[config.mk]
export PLATFORM = sky130hd
export DESIGN_NAME = pipe_hazard_ctrl
export DESIGN_NICKNAME = d
export VERILOG_FILES = /design/src/rtl/pipe_ctrl_pkg.sv /design/src/rtl/pipe_fwd_unit.sv /design/src/rtl/pipe_hazard_ctrl.sv
export SDC_FILE = /design/constraint.sdc
export NUM_CORES = 1
export LEC_CHECK = 0
export BUFFER_PORTS_ARGS = -buffer_cell sky130_fd_sc_hd__buf_2
export CORE_MARGIN = 1
export CORE_UTILIZATION = 32
export DETAILED_ROUTE_END_ITERATION = 6
export PLACE_DENSITY = 0.89
export REMOVE_ABC_BUFFERS = 1
export SYNTH_ARGS = -nofsm -noshare
export SYNTH_HDL_FRONTEND = slang
export SYNTH_SLANG_ARGS = --single-unit
[constraint.sdc]
create_clock -name clk -period 0.8 [get_ports clk]
set_input_delay 0.04 -clock clk [delete_from_list [all_inputs] [get_ports clk]]
set_output_delay 0.04 -clock clk [all_outputs]
set_load 0.1 [all_outputs]
[src/rtl/pipe_ctrl_pkg.sv]
// Shared constants and types for the pipeline hazard controller.
// Forwarding selects, sequencer state encoding and the NOP control word.
package pipe_ctrl_pkg;

  localparam logic [1:0] FWD_RF  = 2'b00;
  localparam logic [1:0] FWD_MEM = 2'b01;
  localparam logic [1:0] FWD_WB  = 2'b10;

  localparam int TMO_W = 8;

  typedef enum logic {
    ST_RUN      = 1'b0,
    ST_MEM_WAIT = 1'b1
  } state_t;

  typedef struct packed {
    logic       reg_write;
    logic       mem_read;
    logic       mem_write;
    logic       branch;
    logic [3:0] alu_op;
  } ctrl_t;

  localparam ctrl_t NOP_CTRL = '0;

endpackage

[src/rtl/pipe_fwd_unit.sv]
// Operand forwarding compare for one EX source operand.
// The EX/MEM result is newer than MEM/WB, so it wins a double match.
module pipe_fwd_unit
  import pipe_ctrl_pkg::*;
#(
  parameter int REG_AW  = 4,
  parameter bit R0_ZERO = 1'b1
) (
  input  logic [REG_AW-1:0] i_ex_rs,
  input  logic [REG_AW-1:0] i_mem_rd,
  input  logic              i_mem_reg_write,
  input  logic [REG_AW-1:0] i_wb_rd,
  input  logic              i_wb_reg_write,
  output logic [1:0]        o_fwd
);

  logic w_src_ok;
  logic w_mem_hit;
  logic w_wb_hit;

  assign w_src_ok  = !R0_ZERO || (i_ex_rs != '0);
  assign w_mem_hit = w_src_ok & i_mem_reg_write & (i_mem_rd == i_ex_rs);
  assign w_wb_hit  = w_src_ok & i_wb_reg_write & (i_wb_rd == i_ex_rs);

  always_comb begin
    o_fwd = FWD_RF;
    if (w_mem_hit)
      o_fwd = FWD_MEM;
    else if (w_wb_hit)
      o_fwd = FWD_WB;
  end

endmodule

[src/rtl/pipe_hazard_ctrl.sv]
// Pipeline sequencer: load-use stall, forwarding, memory freeze, branch flush.
// Define PIPE_HAZ_TIMEOUT_EN to add the MEM_WAIT timeout and mem_err pulse.
module pipe_hazard_ctrl
  import pipe_ctrl_pkg::*;
#(
  parameter int REG_AW  = 4,
  parameter bit R0_ZERO = 1'b1
`ifdef PIPE_HAZ_TIMEOUT_EN
  ,
  parameter int MEM_TIMEOUT = 255
`endif
) (
  input  logic              clk,
  input  logic              rst,
  input  logic [REG_AW-1:0] id_rs1,
  input  logic [REG_AW-1:0] id_rs2,
  input  logic              id_rs1_used,
  input  logic              id_rs2_used,
  input  logic [REG_AW-1:0] ex_rd,
  input  logic              ex_reg_write,
  input  logic              ex_mem_read,
  input  logic [REG_AW-1:0] mem_rd,
  input  logic              mem_reg_write,
  input  logic [REG_AW-1:0] wb_rd,
  input  logic              wb_reg_write,
  input  logic [REG_AW-1:0] ex_rs1,
  input  logic [REG_AW-1:0] ex_rs2,
  input  logic              mem_req,
  input  logic              mem_ready,
  input  logic              branch_taken,
  output logic              stall_fe,
  output logic              bubble_ex,
  output logic              flush_fe,
  output logic              freeze,
  output logic [1:0]        fwd_a,
  output logic [1:0]        fwd_b,
  output logic              mem_err
);

  state_t r_state;
  logic   r_pend;

  logic       w_tmo;
  logic       w_freeze;
  logic       w_flush;
  logic       w_ex_load;
  logic       w_lu;
  logic       w_stall;
  logic [1:0] w_fwd_a;
  logic [1:0] w_fwd_b;

`ifdef PIPE_HAZ_TIMEOUT_EN
  logic [TMO_W-1:0] r_cnt;

  assign w_tmo = (r_state == ST_MEM_WAIT) & ~mem_ready
               & (r_cnt == TMO_W'(MEM_TIMEOUT));

  always_ff @(posedge clk) begin
    if (rst)
      r_cnt <= '0;
    else if ((r_state == ST_MEM_WAIT) & ~mem_ready & ~w_tmo)
      r_cnt <= r_cnt + 1'b1;
    else
      r_cnt <= '0;
  end
`else
  assign w_tmo = 1'b0;
`endif

  // A timed-out access releases the pipe even though memory never answered.
  assign w_freeze = mem_req & ~mem_ready & ~w_tmo;
  assign w_flush  = (branch_taken | r_pend) & ~w_freeze;

  assign w_ex_load = ex_mem_read & ex_reg_write
                   & (!R0_ZERO || (ex_rd != '0));
  assign w_lu = w_ex_load
              & ((id_rs1_used & (id_rs1 == ex_rd))
              |  (id_rs2_used & (id_rs2 == ex_rd)));
  assign w_stall = w_lu & ~w_freeze & ~w_flush;

  pipe_fwd_unit #(
    .REG_AW (REG_AW),
    .R0_ZERO(R0_ZERO)
  ) u_fwd_a (
    .i_ex_rs        (ex_rs1),
    .i_mem_rd       (mem_rd),
    .i_mem_reg_write(mem_reg_write),
    .i_wb_rd        (wb_rd),
    .i_wb_reg_write (wb_reg_write),
    .o_fwd          (w_fwd_a)
  );

  pipe_fwd_unit #(
    .REG_AW (REG_AW),
    .R0_ZERO(R0_ZERO)
  ) u_fwd_b (
    .i_ex_rs        (ex_rs2),
    .i_mem_rd       (mem_rd),
    .i_mem_reg_write(mem_reg_write),
    .i_wb_rd        (wb_rd),
    .i_wb_reg_write (wb_reg_write),
    .o_fwd          (w_fwd_b)
  );

  assign stall_fe  = ~rst & w_stall;
  assign bubble_ex = ~rst & w_stall;
  assign flush_fe  = ~rst & w_flush;
  assign freeze    = ~rst & w_freeze;
  assign fwd_a     = rst ? FWD_RF : w_fwd_a;
  assign fwd_b     = rst ? FWD_RF : w_fwd_b;
  assign mem_err   = ~rst & w_tmo;

  // EX is held while frozen, so a branch there is only seen once.
  always_ff @(posedge clk) begin
    if (rst) begin
      r_state <= ST_RUN;
      r_pend  <= 1'b0;
    end else begin
      r_pend <= w_freeze & (r_pend | branch_taken);
      unique case (r_state)
        ST_RUN:
          if (w_freeze)
            r_state <= ST_MEM_WAIT;
        ST_MEM_WAIT:
          if (mem_ready | w_tmo)
            r_state <= ST_RUN;
      endcase
    end
  end

endmodule
==> results.txt, run 1 <==
Syn Inst Count - 60
top cells by area, synth - xnor2_1, nor3_1, xor2_1
largest net degree at the start of global routing - 5
Worst Endpoint after GRT Repair - bubble_ex
Initial Util - 36.26%
Synth area leader - xnor2_1
Syn. warnings - 0
Yosys top cell area share - 29.25%
synthesized cell area - 419.2 sq um
# IOs - 48
synthesis-stage register bit count - 1
number of buffers added on ports - 46
Row Count - 12
syn avg cell area - 6.986 sq um
Synth cell types - 18
Worst EP kind - output port
Die H - 38.19 um
Seq/Total Area, Yosys - 4.776%
initial antenna violation count - 0
CTS Hold Bufs - 0
tool error - [ERROR DPL-0033] detailed placement checks failed during check placement.
Die X - 38.19 um
DP Cell Count - 127
status - did not finish
HPWL after DPL - 1367 um
gpl congestion - 0.7122
failing step - 5_1_grt
-- kinds of logic after synthesis --
group                     Yosys count  synth area share, %
AOI/OAI and AO/OA                   5                7.761
buffers and inverters               2                3.581
and+or+nand+nor                    31                41.20
DFF                                 1                4.776
other                               1               0.8947
xor gates and xnor gates           20                41.79
-- through the flow --
step	area [sq um]	setup WS (ns)	TNS (ns)	hold slack, ns	util [%]
after CTS	958.4	-0.3128	-1.841	0.3953	82.90
after floorplan	404.1	-2.638	-12.08	0.1193	-
after global placement	839.6	-0.2887	-1.889	0.3639	72.62
after detailed placement	839.6	-0.3519	-2.172	0.3814	72.62
-- timing repair --
action,4_1_cts
endpoints found under the setup margin,8
pin swaps,15
cloned,0
resized for setup,30
setup buffers,1
-- cell usage after synthesis (all sizes together) --
cell,count
xnor2,14
nor3,11
xor2,6
a21oi,5
nand4,5
and2b,2
buf,2
nand2,2
nand3,2
nor2,2
nor3b,2
or3,2
conb,1
dfxtp,1
nand2b,1
nor2b,1
nor4,1
==> inputs of run 2 (changes only) <==
- CORE_AREA: unset -> 2 2 63 65
- CORE_MARGIN: 1 -> unset
- CORE_UTILIZATION: 32 -> unset
- DIE_AREA: unset -> 0 0 65 67
- PLACE_DENSITY: 0.89 -> unset
- PLACE_DENSITY_LB_ADDON: unset -> 0.15
==> results.txt, run 2 <==
Die X - 65 um
status - finished with violations
DR WL/cell - 10.86 um
Largest register FFs - 1
Crit path depth - 5
Syn Inst Count - 60
failing checks - setup timing
Seq/Total Area, Yosys - 4.776%
vias in the first global route - 673
Synth area leader - xnor2_1
Die H - 67 um
final core area utilization - 32.79%
register area - 21.27 sq um
R2R depth - 4
HPWL after DPL - 1492 um
GRT overflow - 0
CTS Hold Bufs - 0
Synth top cells by count - xnor2_1, nor3_1, xor2_1, nand4_1, a21oi_1
# setup viols final - 7
post-route clock period utilization - 134.1%
largest stage delay on the critical path - 0.38 ns
area of the multi-input gates - 519.2 sq um
# IOs - 48
Leak Pwr - 0.4853 nW
Min-Delay Path Depth - 2
Required @ worst endpoint - 0.76 ns
setup ws final - -0.2724 ns
fin. max-slew vios - 0
biggest regs - r_pend x1
most common cell after layout, fill and taps aside - buf_2
total wire length - 1802 um
met3 Use GR - 0.8446%
n_diodes - 0
clock latency on the worst-skew pair - 0 ns
worst hold path class - input port to flop
post-route ant nets - 0
synthesis-stage register bit count - 1
crit end category - primary output
largest family of logic cells by synthesized area - XOR/XNOR gates
DRC violations left - 0
largest net degree at the start of global routing - 7
unrepaired setup endpoints after global routing - yes
CP max-delay cell - or3_4
Initial Util - 11.62%
Crit path max-delay family - simple AND/OR/NAND/NOR gates
layout cell share with drive strength beyond 1 - 67.80%
DR pass1 iterations - 2
Vias - 653
die area - 0.004355 sq mm
Final Skew - 0 ns
global-route wire length before repair - 2760 um
Cell Area, Placed - 897.1 sq um
most common cell in the netlist - xnor2_1
Buf+Inv Stages, Crit Path - 2
Fmax - 932.5 MHz
Post-synth ARST share - 0%
number of buffers added on ports - 46
Layout area overhead - 182.1%
Cell Chain, Critical Path - buf_8 > or3_4 > a21oi_4 > and2b_1 > buf_12
post-layout min period - 1.072 ns
multiplexer share of the synthesized area - 0%
top cells by area, synth - xnor2_1, nor3_1, xor2_1
most frequent cells in the layout - buf_2, buf_6, xnor2_1, buf_4, buf_12
ys flop type - dfxtp_1
fin area - 0.001182 sq mm
WS Path Type - input port to primary output
Max FO, Critical Path - 3
setup TNS - -1.722 ns
Synth Area in XOR/XNOR - 41.79%
Top reg by flops - r_pend
fillers - 383
gpl congestion - 0.7052
simple logic cell fraction of the synthesized area - 41.19%
Syn. warnings - 0
Vias/cell - 3.934
Finished Layout Cells - 166
Core Area - 0.003606 sq mm
post-synthesis compound-gate area fraction - 7.761%
VDD IR max - 0.1860 mV
Synth Area in Adders - 0%
Post-synth EDFFs - 0
maxcap violations - 0
Row Count - 22
Yosys top cell area share - 29.25%
initial antenna violation count - 0
met2 Use GR - 15.98%
M1 GR Usage - 9.146%
DR iter-0 viols - 10
GRT busiest layer - met2
DP Cell Count - 163
Critical Path Source Type - input port
synthesized cell area - 419.2 sq um
syn avg cell area - 6.986 sq um
Critical Path AT - 1.03 ns
final hold violations - 0
Overall Global Routing Usage - 7.826%
P per Cell Area - 541.3 mW/mm^2
clock-pin slew on the worst setup and hold paths - 0 ns
Final #Nets - 159
Synth cell types - 18
==> run 2: worst paths after layout <==
check | slack (ns) | to | startpoint
hold / removal | 0.29 | r_pend | rst
setup / recovery | -0.27 | fwd_b[0] | mem_rd[3]
setup reg to reg | 0.05 | r_pend | r_pend
hold reg to reg | 0.66 | r_pend | r_pend
==> run 2: routing by layer <==
layer | vias to the layer above | routed length [um]
met1 | 289 | 681
li1 | 329 | -
met2 | 35 | 962
met5 | - | 0
met3 | 0 | 158
met4 | 0 | 0
==> run 2: kinds of logic after synthesis <==
group / after synthesis
and+or+nand+nor: 31
other: 1
buffers and inverters: 2
DFF: 1
xor gates and xnor gates: 20
AOI/OAI and AO/OA: 5
==> run 2: final cells by class <==
class / instances / area share, %
timing repair buffer: 60 / 49.21
sequential: 1 / 1.799
multi-input combinational: 57 / 43.92
tap: 48 / 5.079
==> run 2: repair_timing <==
action                                  4_1_cts  5_1_grt
endpoints found under the setup margin        8        8
pin swaps                                    15        7
gates cloned                                  0        0
setup buffers                                 2        1
gates resized for setup                      42       19
==> run 2: metrics by stage <==
step / power [mW] / worst slack (ns) / hold slack [ns]
finish: 0.6401 / -0.2724 / 0.2945
global route: 0.6832 / -0.3144 / 0.3146
detailed placement: 0.5007 / -0.3787 / 0.3153
global placement: 0.4963 / -0.3595 / 0.2941
CTS: 0.5937 / -0.2984 / 0.3052
floorplan: 0.2643 / -2.638 / 0.1193
==> run 2: worst register-to-register path: stages, from the launching register on <==
cell     delay, ns
dfxtp_2       0.32
nor2_4        0.04
buf_6         0.10
buf_4         0.12
nor3_2        0.09
==> run 2: power by group <==
group / internal [mW] / switching, mW
combinational: 0.314 / 0.272
clock: 0 / 0
sequential: 0.0527 / 0.00110
total: 0.367 / 0.273
Power figures use the tool's default switching activity.
==> inputs of run 3 (changes only) <==
- REMOVE_ABC_BUFFERS: 1 -> unset
==> results.txt, run 3 (synthesis results as in run 2) <==
Required @ worst endpoint - 0.76 ns
HPWL after DPL - 1477 um
DR pass1 iterations - 2
Critical Path AT - 1.06 ns
Sw Share - 42.66%
# setup viols final - 7
failing checks - setup timing
Buf+Inv Stages, Crit Path - 2
clock power share - 0%
VDD IR max - 0.2275 mV
register share of total power - 7.9%
Layout area overhead - 199.1%
GRT overflow - 0
Crit path max-delay family - simple AND/OR/NAND/NOR gates
gpl congestion - 0.6892
post-route clock period utilization - 137.9%
CTS Hold Bufs - 0
fillers - 351
final core area utilization - 34.77%
P per Cell Area - 543.2 mW/mm^2
Vias - 653
RR Startpoint - r_pend
Final Skew - 0 ns
unrepaired setup endpoints after global routing - yes
area of the multi-input gates - 581.8 sq um
largest net degree at the start of global routing - 5
final hold violations - 0
Initial Util - 11.62%
DR WL/cell - 10.61 um
die area - 0.004355 sq mm
vias in the first global route - 629
crit end category - primary output
worst setup path startpoint - ex_rs1[3]
Cell Chain, Critical Path - buf_8 > nor3_2 > or3_4 > a21oi_4 > and2b_4 > buf_12
most frequent cells in the layout - buf_2, buf_6, xnor2_1, buf_12
Max FO, Critical Path - 3
Final #Nets - 158
post-route ant nets - 0
DR iter-0 viols - 4
Critical Path Source Type - input port
DRC violations left - 0
Critical Path Sink - fwd_a[0]
Vias/cell - 3.958
# IOs - 48
register area - 21.27 sq um
R2R depth - 3
biggest regs - r_pend x1
worst hold path class - input port to flop
clock latency on the worst-skew pair - 0 ns
Core Area - 0.003606 sq mm
Fmax - 906.5 MHz
largest stage delay on the critical path - 0.38 ns
fin. max-slew vios - 0
WS Path Type - input port to primary output
Power Total - 0.6810 mW
fin area - 0.001254 sq mm
most common cell after layout, fill and taps aside - buf_2
maxcap violations - 0
Die H - 67 um
global-route wire length before repair - 2773 um
Leak Pwr - 0.5040 nW
hold_ws - 0.4352 ns
status - finished with violations
Largest register FFs - 1
worst r2r dst - r_pend
P_int - 0.3905 mW
initial antenna violation count - 0
post-layout min period - 1.103 ns
Die X - 65 um
Top reg by flops - r_pend
R2R setup slack - 0.08 ns
Overall Global Routing Usage - 7.794%
combinational share of power - 92.1%
Net Sw Power - 0.2905 mW
number of buffers added on ports - 46
Crit path depth - 6
Cell Area, Placed - 978.4 sq um
Row Count - 22
Post-Syn Nets - 99
setup ws final - -0.3032 ns
clock-pin slew on the worst setup and hold paths - 0 ns
total wire length - 1750 um
layout cell share with drive strength beyond 1 - 75.21%
n_diodes - 0
CP max-delay cell - or3_4
[run 3: cell types whose count changed in the layout (fill, tap and decap cells not counted), moves of 3 or more]
cell,change
xnor2_1,-3
nor3_1,-3
buf_4,-5
xnor2_2,+3
[run 3: worst min-delay path by stage]
stage,startpoint,to,cells after the start
4_1_cts,rst,r_pend,3
2_1_floorplan,rst,r_pend,1
5_1_grt,mem_req,r_pend,4
6_report,mem_req,r_pend,4
3_5_place_dp,rst,r_pend,3
3_3_place_gp,rst,r_pend,3
[run 3: repair_timing]
item                                    in CTS  in global routing
gates resized for setup                     23                 34
endpoints found under the setup margin       7                  8
pin swaps                                   17                 21
cloned                                       0                  0
buffers inserted                             0                  0
[run 3: power by group through the flow]
stage / Clock, mW / Sequential [mW] / Combinational (mW)
CTS: 0 / 0.0538 / 0.538
floorplan: 0 / 0.0537 / 0.239
global placement: 0 / 0.0537 / 0.478
detailed placement: 0 / 0.0538 / 0.483
finish: 0 / 0.0538 / 0.627
global route: 0 / 0.0539 / 0.672
[run 3: final cells by class]
| cell class | count | share of cell area [%] |
|---|---|---|
| timing repair buffer | 59 | 47.11 |
| tap | 48 | 4.790 |
| multi-input combinational | 57 | 46.41 |
| sequential | 1 | 1.697 |
[run 3: tightest hold or removal path: cells and delay by family]
| kind | cells | cell delay, ns |
|---|---|---|
| buf+inv | 2 | 0.23 |
| simple gates | 2 | 0.11 |
[run 3: per-layer routing]
metal / share of wire (%) / global-route usage (%) / wire length, um
met3: 12 / 1.689 / 203
met1: 40 / 9.859 / 706
met5: 0 / 0 / 0
met2: 48 / 14.30 / 840
met4: 0 / 0 / 0
[run 3: per-stage QoR]
step | setup TNS, ns | setup slack [ns] | instances
6_report | -1.731 | -0.3032 | 165
3_5_place_dp | -2.220 | -0.3786 | 165
5_1_grt | -2.042 | -0.3556 | 165
2_1_floorplan | -2.811 | -0.6821 | 60
4_1_cts | -2.004 | -0.3468 | 165
3_3_place_gp | -2.164 | -0.3676 | 165
